<file path="src/rtl/top.sv">
// Two-operand 4-bit calculator: debounced key capture, signed arithmetic and a
// multiplexed 4-digit 7-segment display with a three-LED stage indicator.
module top #(
  parameter int IN_WIDTH        = 4,
  parameter int ANODE_WIDTH     = 4,
  parameter int SEGMENT_WIDTH   = 7,
  parameter int LED_WIDTH       = 3,
  parameter int DEBOUNCE_CYCLES = 10000,
  parameter int SCAN_CYCLES     = 50000
) (
  input  logic                     clk,
  input  logic                     rst_n,
  input  logic [IN_WIDTH-1:0]      in_number,
  input  logic                     k_1,
  input  logic                     k_2,
  input  logic                     plus_key,
  input  logic                     substract_key,
  input  logic                     devide_key,
  input  logic                     multiply_key,
  output logic [ANODE_WIDTH-1:0]   anode,
  output logic [SEGMENT_WIDTH-1:0] seg,
  output logic [LED_WIDTH-1:0]     led
);

  localparam int NKEYS = 6;
  localparam int RES_W = 10;
  localparam int DB_W  = $clog2(DEBOUNCE_CYCLES + 1);
  localparam int SC_W  = $clog2(SCAN_CYCLES + 1);
  localparam int IDX_W = (ANODE_WIDTH > 1) ? $clog2(ANODE_WIDTH) : 1;

  localparam logic [0:0] SRC_LIVE   = 1'b0;
  localparam logic [0:0] SRC_RESULT = 1'b1;

  localparam logic [LED_WIDTH-1:0] LED_IDLE = LED_WIDTH'(1);
  localparam logic [LED_WIDTH-1:0] LED_A    = LED_WIDTH'(2);
  localparam logic [LED_WIDTH-1:0] LED_B    = LED_WIDTH'(4);

  localparam logic [3:0] DIG_E     = 4'd10;
  localparam logic [3:0] DIG_MINUS = 4'd11;

  logic [NKEYS-1:0] key_raw;
  logic [NKEYS-1:0] key_ev;

  // Bit 0 is the highest-priority key.
  assign key_raw = {multiply_key, devide_key, substract_key, plus_key, k_2, k_1};

  genvar gi;
  generate
    for (gi = 0; gi < NKEYS; gi++) begin : g_key
      logic            sync1_q, sync1_d;
      logic            sync2_q, sync2_d;
      logic            stable_q, stable_d;
      logic            ev_q, ev_d;
      logic [DB_W-1:0] cnt_q, cnt_d;

      // The counter only runs while the synchronized level disagrees with the
      // accepted level; any bounce back restarts it from zero.
      always_comb begin
        sync1_d  = key_raw[gi];
        sync2_d  = sync1_q;
        stable_d = stable_q;
        cnt_d    = '0;
        if (sync2_q != stable_q) begin
          if (cnt_q == DB_W'(DEBOUNCE_CYCLES - 1)) begin
            stable_d = sync2_q;
          end else begin
            cnt_d = cnt_q + DB_W'(1);
          end
        end
        ev_d = stable_d & ~stable_q;
      end

      always_ff @(posedge clk or negedge rst_n) begin
        if (!rst_n) begin
          sync1_q  <= 1'b0;
          sync2_q  <= 1'b0;
          stable_q <= 1'b0;
          ev_q     <= 1'b0;
          cnt_q    <= '0;
        end else begin
          sync1_q  <= sync1_d;
          sync2_q  <= sync2_d;
          stable_q <= stable_d;
          ev_q     <= ev_d;
          cnt_q    <= cnt_d;
        end
      end

      assign key_ev[gi] = ev_q;
    end
  endgenerate

  logic [IN_WIDTH-1:0] in_s1_q, in_s1_d;
  logic [IN_WIDTH-1:0] in_s2_q, in_s2_d;
  logic [IN_WIDTH-1:0] in_prev_q, in_prev_d;

  logic [IN_WIDTH-1:0]  a_q, a_d;
  logic [IN_WIDTH-1:0]  b_q, b_d;
  logic [RES_W-1:0]     res_q, res_d;
  logic                 err_q, err_d;
  logic [LED_WIDTH-1:0] led_q, led_d;
  logic [0:0]           src_q, src_d;

  logic [RES_W-1:0] a_ext, b_ext;
  logic [RES_W-1:0] sum_w, diff_w, prod_w, quot_w;

  assign a_ext  = RES_W'(a_q);
  assign b_ext  = RES_W'(b_q);
  assign sum_w  = a_ext + b_ext;
  assign diff_w = a_ext - b_ext;
  assign prod_w = a_ext * b_ext;
  assign quot_w = (b_q == '0) ? '0 : (a_ext / b_ext);

  always_comb begin
    in_s1_d   = in_number;
    in_s2_d   = in_s1_q;
    in_prev_d = in_s2_q;
    a_d       = a_q;
    b_d       = b_q;
    res_d     = res_q;
    err_d     = err_q;
    led_d     = led_q;
    src_d     = src_q;

    if (src_q == SRC_RESULT && in_s2_q != in_prev_q) begin
      src_d = SRC_LIVE;
    end

    // Key events override the switch-change fallback in the same cycle.
    if (key_ev[0]) begin
      a_d   = in_s2_q;
      led_d = LED_A;
      src_d = SRC_LIVE;
    end else if (key_ev[1]) begin
      b_d   = in_s2_q;
      led_d = LED_B;
      src_d = SRC_LIVE;
    end else if (|key_ev[NKEYS-1:2]) begin
      led_d = LED_IDLE;
      src_d = SRC_RESULT;
      err_d = 1'b0;
      if (key_ev[2]) begin
        res_d = sum_w;
      end else if (key_ev[3]) begin
        res_d = diff_w;
      end else if (key_ev[4]) begin
        res_d = quot_w;
        err_d = (b_q == '0);
      end else begin
        res_d = prod_w;
      end
    end
  end

  always_ff @(posedge clk or negedge rst_n) begin
    if (!rst_n) begin
      in_s1_q   <= '0;
      in_s2_q   <= '0;
      in_prev_q <= '0;
      a_q       <= '0;
      b_q       <= '0;
      res_q     <= '0;
      err_q     <= 1'b0;
      led_q     <= LED_IDLE;
      src_q     <= SRC_LIVE;
    end else begin
      in_s1_q   <= in_s1_d;
      in_s2_q   <= in_s2_d;
      in_prev_q <= in_prev_d;
      a_q       <= a_d;
      b_q       <= b_d;
      res_q     <= res_d;
      err_q     <= err_d;
      led_q     <= led_d;
      src_q     <= src_d;
    end
  end

  assign led = led_q;

  logic [SC_W-1:0]  scan_cnt_q, scan_cnt_d;
  logic [IDX_W-1:0] scan_idx_q, scan_idx_d;

  always_comb begin
    scan_cnt_d = scan_cnt_q + SC_W'(1);
    scan_idx_d = scan_idx_q;
    if (scan_cnt_q == SC_W'(SCAN_CYCLES - 1)) begin
      scan_cnt_d = '0;
      scan_idx_d = (scan_idx_q == IDX_W'(ANODE_WIDTH - 1)) ? '0 : scan_idx_q + IDX_W'(1);
    end
  end

  always_ff @(posedge clk or negedge rst_n) begin
    if (!rst_n) begin
      scan_cnt_q <= '0;
      scan_idx_q <= '0;
    end else begin
      scan_cnt_q <= scan_cnt_d;
      scan_idx_q <= scan_idx_d;
    end
  end

  generate
    for (gi = 0; gi < ANODE_WIDTH; gi++) begin : g_anode
      assign anode[gi] = (scan_idx_q == IDX_W'(gi));
    end
  endgenerate

  logic [RES_W-1:0] disp_val, disp_mag;
  logic             disp_neg, show_err;
  logic [3:0]       d_ones, d_tens, d_hund, digit_code;
  logic [6:0]       seg_code;

  assign disp_val = (src_q == SRC_RESULT) ? res_q : RES_W'(in_s2_q);
  assign disp_neg = disp_val[RES_W-1];
  assign disp_mag = disp_neg ? (~disp_val + RES_W'(1)) : disp_val;
  assign d_ones   = 4'(disp_mag % RES_W'(10));
  assign d_tens   = 4'((disp_mag / RES_W'(10)) % RES_W'(10));
  assign d_hund   = 4'((disp_mag / RES_W'(100)) % RES_W'(10));
  assign show_err = err_q && (src_q == SRC_RESULT);

  always_comb begin
    digit_code = 4'd0;
    case (scan_idx_q)
      IDX_W'(0): digit_code = show_err ? DIG_E : d_ones;
      IDX_W'(1): digit_code = show_err ? 4'd0 : d_tens;
      IDX_W'(2): digit_code = show_err ? 4'd0 : d_hund;
      IDX_W'(3): digit_code = (!show_err && disp_neg) ? DIG_MINUS : 4'd0;
      default:   digit_code = 4'd0;
    endcase
  end

  always_comb begin
    seg_code = 7'b0000000;
    case (digit_code)
      4'd0:    seg_code = 7'b1111110;
      4'd1:    seg_code = 7'b0110000;
      4'd2:    seg_code = 7'b1101101;
      4'd3:    seg_code = 7'b1111001;
      4'd4:    seg_code = 7'b0110011;
      4'd5:    seg_code = 7'b1011011;
      4'd6:    seg_code = 7'b1011111;
      4'd7:    seg_code = 7'b1110000;
      4'd8:    seg_code = 7'b1111111;
      4'd9:    seg_code = 7'b1111011;
      DIG_E:   seg_code = 7'b1001111;
      DIG_MINUS: seg_code = 7'b0000001;
      default: seg_code = 7'b0000000;
    endcase
  end

  assign seg = SEGMENT_WIDTH'(seg_code);

endmodule

</file>
<file path="config.mk">
export PLATFORM = sky130hd
export DESIGN_NAME = top
export DESIGN_NICKNAME = d
export VERILOG_FILES = /design/src/rtl/top.sv
export SDC_FILE = /design/constraint.sdc
export NUM_CORES = 1
export LEC_CHECK = 0
export CORE_MARGIN = 2
export CORE_UTILIZATION = 48
export DETAILED_ROUTE_END_ITERATION = 8
export SYNTH_ARGS = -nofsm -noshare
export SYNTH_HDL_FRONTEND = slang
export SYNTH_SLANG_ARGS = --single-unit
</file>
<file path="constraint.sdc">
create_clock -name clk -period 16.12 [get_ports clk]
set_clock_uncertainty 0.05 [all_clocks]
set_input_delay 3.224 -clock clk [delete_from_list [all_inputs] [get_ports clk]]
set_output_delay 3.224 -clock clk [all_outputs]
set_load 0.01 [all_outputs]
</file>
Yosys cells after proc, flatten, opt, wreduce, memory -nomap -nowiden. Memories as Yosys holds them, arrays and structs flattened. Index checks and enable logic that the tools add are counted.

$add $sub $neg: 11. $mul: 1. Div/mod/pow operators: 6. Eq/ne operators: 17. Multiplexer cells: 47. Bitwise logic cells: 15. Reductions and logical operators: 11.

Operators with widths (count): 14-bit 2-to-1 mux (12); 14-bit by 1-bit adder with 14-bit output (second input constant) (6); 14-bit == test (second input constant) (6); 10-bit 2-to-1 mux (6); 10-bit by 4-bit remainder unit with 10-bit output (second input constant) (3); 1-bit 2-to-1 mux (19); 16-bit by 1-bit adder with 16-bit output (second input constant) (1); 16-bit == test (second input constant) (1); 16-bit 2-to-1 mux (1); 4-bit 2-to-1 mux (4); 4-bit one-hot mux with 4 select lines (1); 10-bit by 1-bit adder with 10-bit output (second input constant) (1); 10-bit by 4-bit divider with 10-bit output (second input constant) (1); 10-bit by 7-bit divider with 10-bit output (second input constant) (1); 4-bit by 4-bit divider with 10-bit output (1); 10-bit NOT (1); 3-bit 2-to-1 mux (3); 4-bit by 4-bit multiplier with 8-bit output (1); 1-bit NOT (8); 1-bit bitwise AND (6); 1-bit != test (6); 4-bit by 4-bit adder with 5-bit output (1); 4-bit by 4-bit subtractor with 5-bit output (1); 2-bit == test (second input constant) (2); 13 further kinds (15).

Bits in registers: 161. ROM bits: 112. Bits of input ports: 12. Output and inout port bits: 14. Logic and storage cells: 150. Memories kept: 1.

Memories: (name not given) (words 16, width 7, rd ports 1, clocked after memory_dff 0, write ports 0, RTL line 235) `case (digit_code)`.

Depth between registers and ports, before layout. Gate-level depths: netlist of run 1. An unclocked memory read counts as a cell.

Word-level depth: 9. Depth in mapped cells: 67. Depth with buffers taken out: 66.

Worst setup path before layout of run 1. Ideal clock, no wire load.

Path kind: register to register. Start point: register b_q[0]. End point: register res_q[0]. Setup time: 0.128 ns. Arrival: 11.971 ns. Data required time: 15.942 ns. Path slack: 3.971 ns. Stages on the path, launching flop included: 63. Path buffers: 1. Period minus slack after synthesis: 12.149 ns. Cells stage by stage: dfrtp_1 -> inv_1 -> ha_1 -> o21a_1 -> o21ai_0 -> a21oi_1 -> mux2i_1 -> ha_1 -> o21a_1 -> o21a_1 -> o21ai_0 -> and2_0 -> mux2_2 -> ha_1 -> o21ai_0 -> nor2b_1 -> nor2_1 -> a211oi_1 -> [... 27 more ...] -> ha_1 -> o21a_1 -> o21ai_0 -> nand2b_1 -> a21oi_1 -> nand2_1 -> nor3_1 -> nand2_1 -> nor2_1 -> a21oi_1 -> ha_1 -> o21ai_0 -> nand2b_1 -> a21o_1 -> a2111oi_0 -> o221ai_1 -> a21oi_1 -> a31oi_1.

Word-level cells in the longest chain between the ends: 5. Elaborated cells on any way between the ends: 9. Those cells by class: 2 x add/sub; 1 x mul; 1 x div; 4 x mux; 1 x reduce/logical.

Ends and longest elaborated chain: start, declared (RTL line 98) `logic [IN_WIDTH-1:0] b_q, b_d;`; start signal, assigned (RTL line 161) `b_q <= '0;`; start signal, assigned (RTL line 171) `b_q <= b_d;`; 4-bit by 4-bit divider with 10-bit output / 4-bit zero test (equally long branches) (RTL line 112) `assign quot_w = (b_q == '0) ? '0 : (a_ext / b_ext);`; 10-bit 2-to-1 mux (RTL line 112); 10-bit 2-to-1 mux (RTL line 146) `end else if (key_ev[4]) begin`; 10-bit 2-to-1 mux (RTL line 144) `end else if (key_ev[3]) begin`; 10-bit 2-to-1 mux * (RTL line 142) `if (key_ev[2]) begin`; end signal, assigned (RTL line 172) `res_q <= res_d;`; end, declared (RTL line 99) `logic [RES_W-1:0] res_q, res_d;`.

Mark *: on every way between the ends. The rest lies on a longest branch, timed or not. A chain may end at the register's enable or synchronous reset.

Final worst setup path of run 1.
Start point: register b_q[1]. End point: register res_q[0].

Word-level cells in the longest chain between the ends: 5. Elaborated cells on any way between the ends: 6. Those cells by class: 1 x div; 4 x mux; 1 x reduce/logical.

Ends and longest elaborated chain (RTL line): 4-bit by 4-bit divider with 10-bit output / 4-bit zero test (equally long branches) (112); 10-bit 2-to-1 mux * (112); 10-bit 2-to-1 mux * (146); 10-bit 2-to-1 mux * (144); 10-bit 2-to-1 mux * (142).

Marks and branches as above.

==> metrics.csv, run 1 <==
stage;metric;value;unit
outcome;status;finished, final reports clean;
route;vias per cell;5.75;
logic_synthesis;Post-synth EDFFs;0;
grt;vias in the first global route;8800;
sta;post-route setup TNS;0;ns
worst_setup_path;crit path launch type;register;
logic_synthesis;area leader, netlist;dfrtp_1;
logic_synthesis;top cells by area, synth;dfrtp_1 35%, ha_1 9.1%, nor2_1 5.9%;
sta;Max Slew Vio Count;0;
grt;GRT Total Usage;0.211;
sta;period utilization;0.876;
worst_setup_path;CP Max Fanout;13;
worst_setup_path;Setup crit end;res_q[0];
logic_synthesis;asr flop ratio synth;1.00;
min_path;hold depth;0;
sta;hold slack;0.299;ns
pwr;Logic pwr share;0.294;
pwr;Sequential Power Share;0.350;
clock_tree;CTS root buffer;clkbuf_16;
pwr;Pint;0.000812;W
sta;Min Clock Period, post-route;14.12;ns
route;Vias;9290;
sta;PnR worst setup slack;2.00;ns
pwr;Tot Pwr;0.00119;W
route;# DRC;0;
placed_design;placer congestion estimate;0.844;
logic_synthesis;Syn Area/Cell;8.96;µm²
clock_tree;CTS buffer count;17;
finish;Ant. Diodes;0;
worst_setup_path;CP max-delay cell;a2111oi_2;
worst_setup_path;worst-case reg-to-reg path depth;61;
grt;largest net degree at the start of global routing;99;
die;Placeable Area;0.0234;mm²
route;wire length per cell;15.5;µm
die;initial core utilization;0.486;
die;Die Y;158;µm
pwr;Clk pwr share;0.356;
worst_setup_path;RR Endpoint;res_q[0];
finish;area grow syn2layout;10.2;%
worst_setup_path;WP data required;16.37;ns
route;number of DRC markers in iteration 0;600;
sta;final setup fails;0;
finish;Layout Nets;1386;
worst_setup_path;Crit path largest cell delay;0.86;ns
clock_tree;H-tree Lvls;4;
logic_synthesis;Post-Syn Instances;1270;
sta;Slew @ Worst Pin;1.01;ns
grt;gr ovfl total;0;
clock_tree;CTS tree;built;
placed_design;port buffer count;25;
pwr;Switching Share;0.316;
logic_synthesis;Yosys reg bits;161;
route;Routed Antenna Nets;0;
sta;Rel. slew slack;0.324;
die;Die Area;0.0250;mm²
placed_design;Setup WS pre-CTS;2.20;ns
worst_setup_path;Worst Path Class, Setup;reg2reg;
clock_tree;CTS resizes;0;
logic_synthesis;Yosys cell types;92;
clock_tree;CTS Hold Bufs;0;
placed_design;hpwl dp;18300;µm
die;Die W;158;µm
logic_synthesis;area of the mapped netlist;0.0114;mm²
pwr;worst vdd ir;0.0819;mV
flow_run;max_cap viols;0;
grt;global-route wire length before repair;43000;µm
clock_tree;Post-CTS Setup Inserts;0;
clock_tree;clock sink count;161;
clock_tree;CTS clock-pin slew for the worst setup and hold paths;0.07;ns
route;First-pass DRT Iterations;7;
clock_tree;largest buffer count on any clock path;2;
min_path;HP Class;reg2reg;
worst_setup_path;RR Startpoint;b_q[1];
clock_tree;latest clock arrival within the worst-skew pair;0.42;ns
logic_synthesis;top_reg_cell synth;dfrtp_1;
pwr;sw power;0.000376;W
grt;initial antenna violation count;0;
die;Core Rows;56;
worst_setup_path;Arr. time, crit path;14.37;ns
sta;Final Hold Viols;0;
die;num ports;26;
sta;RSZ-0062 raised after global routing;false;
pwr;Leak;5.40;nW
worst_setup_path;crit-path most repeated cell;o21a_1;
worst_setup_path;Worst R2R Setup Slack;2.00;ns
route;final wirelength;25000;µm
pwr;PwrDens;94.8;mW/mm²
logic_synthesis;count leader, synth;nor2_1;
sta;f_max;70.8;MHz
finish;layout cells sized above 1;0.0655;
logic_synthesis;post-synth top area share;0.352;
logic_synthesis;sequential-to-total area share from yosys stat;0.354;
logic_synthesis;synth warn;0;
logic_synthesis;Commonest cells post-synth;178 x nor2_1, 160 x dfrtp_1, 83 x ha_1;
worst_setup_path;crit end category;register;
worst_setup_path;crit path launch;b_q[1];
## metrics by stage
step	std cells	cell area [µm²]	util
finish	1617	12500	0.536
global route	1617	12500	0.536
CTS	1617	12500	0.536
detailed placement	1585	11900	0.509
global placement	1585	11900	0.509
floorplan	1275	11400	-
## placed cells by master, fill, tap and decap left out, types with 9 or more instances in the layout
cell               n
nand2_1           80
o21ai_0           44
clkbuf_16         17
o31ai_1           13
nand4_1           19
dfrtp_1          160
nor3_1            36
a21o_1            11
o21a_1            25
o211ai_1          15
clkdlybuf4s50_1   24
nor2b_1            9
o21ai_1           10
xnor2_1           51
nor2_1           178
nand3_1           58
a21oi_1           53
nand2b_1          19
xor2_1            64
mux2_2            17
nor3b_1           12
ha_1              83
inv_1             43
or3_1             12
mux2i_1            9
and3_1            35
nor4_1            12
a211oi_1          19
a31oi_1            9
## power groups by stage
stage | combinational, W | sequential (W) | clock, W
floorplan | 0.000272 | 0.000422 | 0
global placement | 0.000340 | 0.000423 | 0
detailed placement | 0.000345 | 0.000423 | 0
CTS | 0.000348 | 0.000415 | 0.000438
global route | 0.000400 | 0.000416 | 0.000455
finish | 0.000349 | 0.000415 | 0.000424
## state kept, by name (all words and copies together), names as in the netlist
name            count
a_q                 4
b_q                 4
err_q               1
g_key.cnt_q        84
g_key.ev_q          6
g_key.stable_q      6
g_key.sync1_q       6
g_key.sync2_q       6
in_prev_d           4
in_prev_q           4
in_s1_q             4
led                 3
res_q              10
scan_cnt_q         16
scan_idx_q          2
src_q               1
## kinds of logic after synthesis
group / share of synthesized area
and+or+nand+nor: 0.231
muxes: 0.0260
AOI/OAI and AO/OA: 0.167
xor gates and xnor gates: 0.0885
other: 0.000329
buffers and inverters: 0.0299
DFF: 0.354
adders and majority gates: 0.104
## worst max-delay path: cells and delay by family (launching register included)
family / cells / cell delay (ns)
compound gates: 30 / 6.64
fa+ha+maj: 8 / 2.31
simple gates: 16 / 2.86
mux: 3 / 1.00
buf+inv: 4 / 0.68
flops: 1 / 0.46
## area by class of cell
class	instances	area (µm²)
timing repair buffer	30	289
multi-input combinational	1031	7030
sequential	161	4030
fill	2183	10900
inverter	44	168
clock buffer	18	429
clock inverter	14	193
tap	319	399
## worst min path at each step
| stage | from | to | slack [ns] |
|---|---|---|---|
| 3_3_place_gp | g_key[0].sync1_q | g_key[0].sync2_q | 0.28 |
| 3_5_place_dp | in_s1_q[3] | in_prev_d[3] | 0.28 |
| 2_1_floorplan | g_key[0].sync1_q | g_key[0].sync2_q | 0.28 |
| 6_report | in_s1_q[3] | in_prev_d[3] | 0.30 |
| 5_1_grt | in_s1_q[2] | in_prev_d[2] | 0.31 |
| 4_1_cts | in_s1_q[3] | in_prev_d[3] | 0.30 |
## routing by layer
metal,wire length (µm),track usage,share of wire,vias to the layer above
met2,11400,0.329,0.46,182
met3,891,0.0353,0.036,33
met4,421,0.0601,0.017,0
met1,12300,0.303,0.49,4465
li1,-,-,-,4610
met5,0,0,0,-
No activity file was read; power rests on OpenSTA's default activity.
==> inputs of run 2 (changes only) <==
- SKIP_LAST_GASP: not set -> 1
==> results of run 2 <==
Final layout, timing and power as in run 1 (identical DEF).
==> inputs of run 3 (changes only) <==
- PLACE_DENSITY: not set -> 0.67
- clock period: 16.12 -> 12.4 ns (I/O delays scaled with it)
==> run 3 against run 2 <==
  * Worst setup slack lost 1.1 ns
  * Final area rose by 1.5%
  * Cell count increased by 0.99%
  * Sequential share of layout area decreased by 0.47 points
  * Critical path type unchanged
  * Critical endpoint unchanged
  * Highest routed layer unchanged
==> metrics.csv, run 3 (same netlist as run 1, synthesis figures left out) <==
stage;metric;value;unit;change
worst_setup_path;Arr. time, crit path;11.75;ns;-2.62 ns
flow_run;max_cap viols;0;;unchanged
sta;f_max;87.0;MHz;+23%
worst_setup_path;CP top delay family;compound AO/OA/AOI/OAI gates;;
worst_setup_path;RR Startpoint;b_q[1];;
worst_setup_path;Buffers & Inverters on Critical Path;6;;+2
route;# DRC;0;;unchanged
die;Die W;158;µm;unchanged
clock_tree;H-tree Lvls;4;;unchanged
finish;Ant. Diodes;0;;unchanged
sta;Final Hold Viols;0;;unchanged
die;Die Y;158;µm;unchanged
grt;gr ovfl total;0;;unchanged
grt;global-route wire length before repair;42900;µm;-0.14%
route;WL met3;948;µm;+6.4%
worst_setup_path;RR Endpoint;res_q[0];;
sta;Slew @ Worst Pin;1.01;ns;-0.00480 ns
placed_design;placed instance area;0.0120;mm²;+0.76%
die;Die Area;0.0250;mm²;unchanged
worst_setup_path;crit end category;register;;
finish;layout cells sized above 1;0.0921;;+0.0266
placed_design;placer congestion estimate;0.856;;+1.4%
pwr;sw power;0.000525;W;+40%
worst_setup_path;crit path launch type;register;;
die;initial core utilization;0.486;;unchanged
grt;GRT Total Usage;0.208;;-0.00251
die;Placeable Area;0.0234;mm²;unchanged
pwr;worst vdd ir;0.0845;mV;+3.2%
route;vias per cell;5.73;;-0.31%
finish;final core occ;0.544;;+0.00807
route;M1 WL;12000;µm;-2.4%
route;Routed Antenna Nets;0;;unchanged
route;First-pass DRT Iterations;5;;-2
finish;most common cell after layout, fill and taps aside;nor2_1;;
finish;fill cell count;2151;;-1.5%
finish;top flop regs;g_key.cnt_q (84), scan_cnt_q (16), res_q (10);;
pwr;Tot Pwr;0.00158;W;+33%
sta;Min Clock Period, post-route;11.50;ns;-2.62 ns
pwr;Leak;5.48;nW;+1.5%
worst_setup_path;CP Depth;62;;+1.6%
route;wire length per cell;15.3;µm;-1.3%
route;met2 WL;11500;µm;+0.83%
route;number of DRC markers in iteration 0;588;;-2.0%
worst_setup_path;WP data required;12.65;ns;-3.72 ns
route;final wirelength;24900;µm;-0.30%
worst_setup_path;Setup crit end;res_q[0];;
worst_setup_path;CP Max Fanout;7;;-6
finish;largest reg by FF count;g_key.cnt_q;;
clock_tree;CTS buffer count;17;;unchanged
outcome;status;finished, final reports clean;;
finish;max FFs per register;84;;unchanged
finish;Layout Nets;1402;;+1.2%
clock_tree;clock sink count;161;;unchanged
finish;highest-count cells in the layout ignoring fill and taps;176 x nor2_1, 159 x dfrtp_1, 83 x ha_1;;
pwr;Sequential Power Share;0.341;;-0.009
route;top sig layer;met4;;
die;Core Rows;56;;unchanged
clock_tree;largest buffer count on any clock path;2;;unchanged
pwr;Pint;0.00106;W;+30%
placed_design;port buffer count;25;;unchanged
worst_setup_path;Worst Path Class, Setup;reg2reg;;
pwr;Clk pwr share;0.328;;-0.028
sta;final setup fails;0;;unchanged
pwr;Logic pwr share;0.331;;+0.037
clock_tree;latest clock arrival within the worst-skew pair;0.42;ns;about the same
min_path;HP Class;reg2reg;;
pwr;Switching Share;0.332;;+0.0153
grt;initial antenna violation count;0;;unchanged
grt;largest net degree at the start of global routing;83;;-16%
pwr;PwrDens;124;mW/mm²;+31%
worst_setup_path;Worst R2R Setup Slack;0.90;ns;-1.10 ns
clock_tree;CTS tree;built;;
sta;period utilization;0.927;;+0.0513
grt;vias in the first global route;9008;;+2.4%
route;Vias;9353;;+0.68%
clock_tree;CTS root buffer;clkbuf_16;;
clock_tree;CTS clock-pin slew for the worst setup and hold paths;0.07;ns;about the same
sta;Rel. slew slack;0.322;;-0.00169
worst_setup_path;CP max-delay cell;dfrtp_2;;
placed_design;hpwl dp;18100;µm;-1.1%
worst_setup_path;Crit path largest cell delay;0.45;ns;-0.41 ns
finish;area grow syn2layout;11.8;%;
finish;Final Cell Area;0.0127;mm²;+1.5%
worst_setup_path;crit path launch;b_q[1];;
sta;Max Slew Vio Count;0;;unchanged
die;num ports;26;;unchanged
worst_setup_path;worst-case reg-to-reg path depth;62;;+1.6%
-- run 3: cell count changes in the layout (fill, tap and decap cells not counted), sizes merged --
cell      change
buf          +16
bufinv        -2
clkbuf        +1
clkinvlp      +1
-- run 3: power groups by stage --
stage | logic [W] | clock network, W | registers (W)
after floorplan | 0.000354 | 0 | 0.000548
after global placement | 0.000447 | 0 | 0.000550
after detailed placement | 0.000460 | 0 | 0.000550
after CTS | 0.000470 | 0.000533 | 0.000540
after global routing | 0.000584 | 0.000556 | 0.000541
final | 0.000523 | 0.000519 | 0.000540
-- run 3: area by class of cell --
type                            count  area (µm²)  area share
Tap cell                          319         399      0.0314
Clock inverter                     13         138      0.0108
Multi-Input combinational cell   1031        7130       0.560
Inverter                           44         168      0.0132
Sequential cell                   161        4030       0.317
Timing Repair Buffer               46         409      0.0321
Clock buffer                       19         453      0.0356
-- run 3: worst min path at each step --
stage | start | end | cells past startpoint
detailed placement | g_key[1].sync1_q | g_key[1].sync2_q | 0
finish | in_s1_q[2] | in_prev_d[2] | 0
global placement | g_key[1].sync1_q | g_key[1].sync2_q | 0
global route | g_key[2].sync1_q | g_key[2].sync2_q | 0
CTS | in_s1_q[2] | in_prev_d[2] | 0
floorplan | g_key[0].sync1_q | g_key[0].sync2_q | 0
-- run 3: what timing repair did --
action	in CTS	in global routing
pin swaps	0	3
cloned	0	0
endpoints found under the setup margin	1	1
resized for setup	6	22
hold endpoints to repair	0	0
buffers inserted	0	4
hold buffers	0	0
-- run 3: worst reg2reg max path: cells and delay by family (launching register included) --
| kind | cells | cell delay (ns) |
|---|---|---|
| flops | 1 | 0.45 |
| compound gates | 28 | 4.57 |
| simple gates | 16 | 2.33 |
| mux | 4 | 1.17 |
| fa+ha+maj | 8 | 2.24 |
| buf+inv | 6 | 0.57 |
-- run 3: metal layers --
metal	GRT usage	up-vias
met1	0.294	4467
met3	0.0304	41
met5	0	-
met2	0.333	209
met4	0.0631	0
li1	-	4636
-- run 3: stage by stage --
step | std cells | setup WS, ns | setup TNS, ns | hold slack (ns)
after floorplan | 1275 | 0.251 | 0 | 0.281
after global placement | 1597 | 0.262 | 0 | 0.283
after detailed placement | 1597 | -0.237 | -0.237 | 0.285
after CTS | 1629 | 0.0459 | 0 | 0.300
after global routing | 1633 | -0.0497 | -0.0497 | 0.309
final | 1633 | 0.899 | 0 | 0.298
